## config.mk

```make
export PLATFORM = sky130hd
export DESIGN_NAME = adderc_mp_flat
export DESIGN_NICKNAME = d
export VERILOG_FILES = /design/src/rtl/adderc_mp_if.sv /design/src/rtl/adderc_mp.sv /design/src/flat_wrapper.sv
export SDC_FILE = /design/constraint.sdc
export NUM_CORES = 1
export LEC_CHECK = 0
export BUFFER_PORTS_ARGS = -buffer_cell sky130_fd_sc_hd__buf_2
export CAP_MARGIN = 10
export CORE_MARGIN = 2
export CORE_UTILIZATION = 50
export DETAILED_ROUTE_END_ITERATION = 7
export GPL_TIMING_DRIVEN = 0
export PLACE_DENSITY = 0.85
export SYNTH_ARGS = -nofsm -noshare
export SYNTH_HDL_FRONTEND = slang
export SYNTH_SLANG_ARGS = --single-unit
```

## constraint.sdc

```tcl
create_clock -name clk -period 4.65 [get_ports clk]
set_input_delay 0.93 -clock clk [delete_from_list [all_inputs] [get_ports clk]]
set_output_delay 0.93 -clock clk [all_outputs]
set_load 0.03 [all_outputs]
```

## src/rtl/adderc_mp_if.sv

```systemverilog
// Word-serial handshake bundle for the multi-precision adder/subtractor.
// The design drives the slave side and the producer/consumer drives the master side.
interface adderc_mp_if #(
  parameter int WIDTH = 16
);
  logic             in_valid;
  logic             in_ready;
  logic             in_first;
  logic             in_last;
  logic             sub_nadd;
  logic [WIDTH-1:0] a;
  logic [WIDTH-1:0] b;
  logic             out_valid;
  logic             out_ready;
  logic [WIDTH-1:0] out;
  logic             out_last;
  logic             cout;
  logic             ovf;
  logic             err;

  modport master (
    output in_valid, in_first, in_last, sub_nadd, a, b, out_ready,
    input  in_ready, out_valid, out, out_last, cout, ovf, err
  );

  modport slave (
    input  in_valid, in_first, in_last, sub_nadd, a, b, out_ready,
    output in_ready, out_valid, out, out_last, cout, ovf, err
  );
endinterface

```

## src/rtl/adderc_mp.sv

```systemverilog
// Multi-precision add/subtract over word streams, least significant word first.
// Signed overflow reporting is built in only when ADDERC_MP_OVF_EN is defined.
module adderc_mp #(
  parameter int WIDTH = 16
) (
  input  logic        clk,
  input  logic        srst_n,
  input  logic        enable,
  adderc_mp_if.slave  bus
);

  typedef enum logic {IDLE, RUN} state_t;

  state_t           state;
  logic             op_q;
  logic             carry_q;
  logic             out_valid_q;
  logic [WIDTH-1:0] out_q;
  logic             out_last_q;
  logic             cout_q;
  logic             err_q;

  logic             in_fire;
  logic             out_fire;
  logic             produce;
  logic             op_eff;
  logic             cin_eff;
  logic [WIDTH-1:0] b_eff;
  logic [WIDTH:0]   sum;

  // A new word may enter whenever the single output slot is empty or draining this cycle.
  assign bus.in_ready = srst_n & enable & (~out_valid_q | bus.out_ready);
  assign in_fire      = bus.in_valid & bus.in_ready;
  assign out_fire     = out_valid_q & bus.out_ready & enable;

  // NOTE: every always_comb output gets a value on every path, so no latch is inferred.
  always_comb begin
    op_eff  = bus.in_first ? bus.sub_nadd : op_q;
    cin_eff = bus.in_first ? bus.sub_nadd : carry_q;
    produce = in_fire & (bus.in_first | (state == RUN));
    b_eff   = bus.b ^ {WIDTH{op_eff}};
    sum     = {1'b0, bus.a} + {1'b0, b_eff} + {{WIDTH{1'b0}}, cin_eff};
  end

`ifdef ADDERC_MP_OVF_EN
  logic msb_cin;
  logic ovf_q;

  // Carry into the MSB recovered from the MSB sum bit.
  assign msb_cin = bus.a[WIDTH-1] ^ b_eff[WIDTH-1] ^ sum[WIDTH-1];

  always_ff @(posedge clk) begin
    if (!srst_n) begin
      ovf_q <= 1'b0;
    end else if (produce && bus.in_last) begin
      ovf_q <= msb_cin ^ sum[WIDTH];
    end
  end

  assign bus.ovf = ovf_q;
`else
  assign bus.ovf = 1'b0;
`endif

  // NOTE: sequential state uses non-blocking assignments so every register samples pre-edge values.
  always_ff @(posedge clk) begin
    if (!srst_n) begin
      state       <= IDLE;
      op_q        <= 1'b0;
      carry_q     <= 1'b0;
      out_valid_q <= 1'b0;
      out_q       <= '0;
      out_last_q  <= 1'b0;
      cout_q      <= 1'b0;
      err_q       <= 1'b0;
    end else if (enable) begin
      if (out_fire) begin
        out_valid_q <= 1'b0;
      end
      if (in_fire) begin
        // A new first word inside a running op abandons the old op.
        if (bus.in_first && state == RUN) begin
          err_q <= 1'b1;
        end
        if (produce) begin
          op_q        <= op_eff;
          carry_q     <= sum[WIDTH];
          out_valid_q <= 1'b1;
          out_q       <= sum[WIDTH-1:0];
          out_last_q  <= bus.in_last;
          if (bus.in_last) begin
            cout_q <= sum[WIDTH];
          end
          state <= bus.in_last ? IDLE : RUN;
        end else begin
          // Orphan continuation word: swallowed, no seed to continue from.
          err_q <= 1'b1;
        end
      end
    end
  end

  assign bus.out_valid = out_valid_q;
  assign bus.out       = out_q;
  assign bus.out_last  = out_last_q;
  assign bus.cout      = cout_q;
  assign bus.err       = err_q;

endmodule

```

## src/flat_wrapper.sv

```systemverilog
// flat-port wrapper written by rule: the top's interface ports become plain ports
module adderc_mp_flat 
#(
  parameter int WIDTH = 16
)
  (clk, srst_n, enable, bus_in_valid, bus_in_first, bus_in_last, bus_sub_nadd, bus_a, bus_b, bus_out_ready, bus_in_ready, bus_out_valid, bus_out, bus_out_last, bus_cout, bus_ovf, bus_err);
  adderc_mp_if #(.WIDTH(WIDTH)) bus_i ();
  input  logic clk;
  input  logic srst_n;
  input  logic enable;
  input wire logic [$bits(bus_i.in_valid)-1:0] bus_in_valid;
  input wire logic [$bits(bus_i.in_first)-1:0] bus_in_first;
  input wire logic [$bits(bus_i.in_last)-1:0] bus_in_last;
  input wire logic [$bits(bus_i.sub_nadd)-1:0] bus_sub_nadd;
  input wire logic [$bits(bus_i.a)-1:0] bus_a;
  input wire logic [$bits(bus_i.b)-1:0] bus_b;
  input wire logic [$bits(bus_i.out_ready)-1:0] bus_out_ready;
  output wire logic [$bits(bus_i.in_ready)-1:0] bus_in_ready;
  output wire logic [$bits(bus_i.out_valid)-1:0] bus_out_valid;
  output wire logic [$bits(bus_i.out)-1:0] bus_out;
  output wire logic [$bits(bus_i.out_last)-1:0] bus_out_last;
  output wire logic [$bits(bus_i.cout)-1:0] bus_cout;
  output wire logic [$bits(bus_i.ovf)-1:0] bus_ovf;
  output wire logic [$bits(bus_i.err)-1:0] bus_err;
  assign bus_i.in_valid = bus_in_valid;
  assign bus_i.in_first = bus_in_first;
  assign bus_i.in_last = bus_in_last;
  assign bus_i.sub_nadd = bus_sub_nadd;
  assign bus_i.a = bus_a;
  assign bus_i.b = bus_b;
  assign bus_i.out_ready = bus_out_ready;
  assign bus_in_ready = bus_i.in_ready;
  assign bus_out_valid = bus_i.out_valid;
  assign bus_out = bus_i.out;
  assign bus_out_last = bus_i.out_last;
  assign bus_cout = bus_i.cout;
  assign bus_ovf = bus_i.ovf;
  assign bus_err = bus_i.err;
  adderc_mp #(.WIDTH(WIDTH)) u_core (.clk(clk), .srst_n(srst_n), .enable(enable), .bus(bus_i));
endmodule
```

==> impl_metrics.yaml <==
floorplan:
  die_area_um2: 3910
  die_h_um: 62.53
  ios: 62
  fp-row-count: 21
  initial_core_util_pct: 51.74
  core_area_um2: 3311
  die_x_um: 62.53
clock_network:
  path_clk_slew_ps: 130
  cts-resized-gates: 0
  post_cts_buffers: 0
  cts_tree: "yes"
  cts_buffers: 3
  clock_path_buffers: 2
  ctsHtreeMaxLevel: 1
  numClockSinks: 23
  ctsHoldBuffers: 0
  root_buffer: "clkbuf_4"
  clock_latency_ps: 320
logic_synthesis:
  synthesis.nets: 255
  synth_compound_area_share_pct: 24.98
  synthAdderAreaFrac_pct: 13.29
  synth_edf_count: 0
  synth_area_um2: 1713
  synth.area.top_cells: "dfxtp_1 (27%), ha_1 (11%), xnor2_1 (10%)"
  synth.largest_area_cell: "dfxtp_1"
  synth.top_cell.area_share_pct: 26.88
  synth_area_per_cell_um2: 8.651
  yosysMostFrequentCell: "dfxtp_1"
  ys_warn_count: 0
  ys_seq_elements: 23
  synthArstFlopShare_pct: 0
  synth_top_family_by_area: "compound AO/OA/AOI/OAI gates"
  yosys.area_share.xor_xnor_pct: 14.32
  yosys-top-cells-count: "dfxtp_1 (23), xnor2_1 (20), nand2_1 (17)"
  muxShareOfSynthArea_pct: 1.461
  synth_cell_types: 41
  synth.yosys.seq_area_share_pct: 26.88
  synthSimpleGateAreaFrac_pct: 15.78
  synth-main-ff-cell: "dfxtp_1"
  netlist_instances: 198
timing:
  fin_hold_ws_ps: 472.1
  slew_violations: 0
  fin_skew_ps: 1.334
  rsz0062_at_grt: "false"
  tns_ps: 0
  fmax_mhz: 257.9
  finalCriticalPeriod_ps: 3877
  hold_viol: 0
  tightest_slew_ps: 619.2
  final-setup-viol-count: 0
  fin_crit_sh_pct: 83.38
  slew_headroom_pct: 57.91
route:
  remaining_drc_errors: 0
  drt_wl_total_um: 3923
  dr.pass1.iters: 4
  via_per_inst: 5.354
  drt_iter0_drc: 89
  via_count: 1649
  ant_nets: 0
  routedWlPerCell_um: 12.74
worst_setup_path:
  crit_chain: "buf_2 -> mux2i_2 -> buf_2 -> xnor2_1 -> fa_1 -> inv_1 -> fa_1 -> nand2b_1 -> a21o_1 -> a21oi_1 -> a31oi_1 -> xor2_1 -> o21ai_0"
  crit_buf_inv: 3
  crit_path_end_kind: "register"
  worstPathMaxFanout: 10
  critPathKind: "primary input to register"
  critPathTopFamily: "compound AO/OA/AOI/OAI gates"
  worst_ep_required_time_ps: 4860
  slowest_stage: "mux2i_2"
  slowest_delay_ps: 570
  crit_arrival_ps: 4090
  crit_path_start_kind: "primary input"
flow_run:
  cap_viol_max_count: 0
cells_and_area:
  nets: 320
  antenna_cells: 0
  drive_above_1_share_pct: 28.24
  area_growth_pct: 22.50
outcome:
  status: "completed"
power_and_ir_drop:
  p_leak_nw: 0.9895
  peakVddDrop_uv: 103.7
  p_per_area_nw_per_um2: 268.7
grt:
  grtUsageTotal_pct: 20.05
  grt_pass1_vias: 1444
  antenna_found_initial: 0
  grt_start_max_net_pins: 14
  gr-total-overflow: 0
  grt_pass1_wl_um: 6348
worst_hold_path:
  hp-class: "register to register"
placed_design:
  dp_hpwl_um: 3168
  gp_congestion: 0.7907
  io_buffers: 60
## where the power goes
part / switching, mW / total [mW] / internal [mW]
logic: 0.145 / 0.255 / 0.110
registers: 0.00497 / 0.212 / 0.207
clock network: 0.0644 / 0.0967 / 0.0323
## kinds of logic (layout without fill, tap and decap cells)
kind of cell    count (synthesis)  in the layout
simple gates                   54             54
mux                             2              2
compound gates                 61             61
fa+ha+maj                      17             17
xor+xnor                       28             28
buf+inv                        12             76
other cells                     1              1
flops                          23             23
## stage by stage
| stage | total power [mW] | instances | setup slack [ps] | cell area, um^2 | utilization (%) |
|---|---|---|---|---|---|
| 2_1_floorplan | 0.4043 | 198 | 1079 | 1713 | - |
| 3_3_place_gp | 0.4622 | 304 | 544.1 | 2071 | 62.55 |
| 3_5_place_dp | 0.4700 | 304 | 460.3 | 2071 | 62.55 |
| 4_1_cts | 0.5626 | 308 | 798.4 | 2098 | 63.38 |
| 5_1_grt | 0.5999 | 308 | 519.7 | 2098 | 63.38 |
| 6_report | 0.5639 | 308 | 772.7 | 2098 | 63.38 |
## per-layer routing
metal,vias to the layer above,track usage (%),share of wire (%)
li1,842,-,-
met1,743,26.01,46
met2,57,33.33,47
met3,7,2.162,5.5
met4,0,9.444,1.9
met5,-,0,0
## worst register-to-register path, cell delays in order (launching register included)
cell      delay (ps)
dfxtp_1          350
mux2i_2          500
buf_2            440
xnor2_1          190
fa_1             260
inv_1             70
fa_1             380
nand2b_1         210
a21o_1           210
a21oi_1          260
a31oi_1          160
xor2_1           170
o21ai_0           90
## state kept, by name, summed over array words and instances, names as in the netlist
register              cells
u_core.bus.out_last       1
u_core.carry_q            1
u_core.bus.out           16
u_core.bus.err            1
u_core.op_q               1
u_core.state              1
u_core.bus.cout           1
u_core.bus.out_valid      1
## final cells by class
cell class,count,area [um^2]
inverters,4,15.01
multi-input cells,163,1200
clock inverters,1,5.005
clock buffers,3,22.52
fillers,313,1212
well taps,46,57.56
flip-flops and latches,23,460.4
repair buffers,60,300.3
plain buffers,8,37.54
## worst paths after layout
check / from / end / slack [ps] / cells after the start
worst max-delay path: bus_in_first / u_core.bus.out[12]$_SDFFE_PN0P_ / 770 / 13
worst min-delay path: u_core.bus.out[0]$_SDFFE_PN0P_ / u_core.bus.out[0]$_SDFFE_PN0P_ / 470 / 2
worst max register to register: u_core.op_q$_SDFFE_PN0P_ / u_core.bus.out[12]$_SDFFE_PN0P_ / 1250 / 12
worst min register to register: u_core.bus.out[0]$_SDFFE_PN0P_ / u_core.bus.out[0]$_SDFFE_PN0P_ / 470 / 2
## placed cells by master (no fill, tap or decap), types with 2 or more instances in the layout
cell type and n:
a211o_1 3, a21boi_0 6, a21o_1 2, a21oi_1 13, a31oi_1 2, and2_1 8
buf_2 63, clkbuf_1 4, clkbuf_4 3, dfxtp_1 23, fa_1 2, ha_1 15
inv_1 4, nand2_1 17, nand2b_1 4, nand3_1 12, nand4_1 3, nor2_1 5
o211a_1 4, o211ai_1 2, o21a_1 4, o21ai_0 15, o21ai_1 2, xnor2_1 20
xor2_1 8
Power figures use the tool's default switching activity.
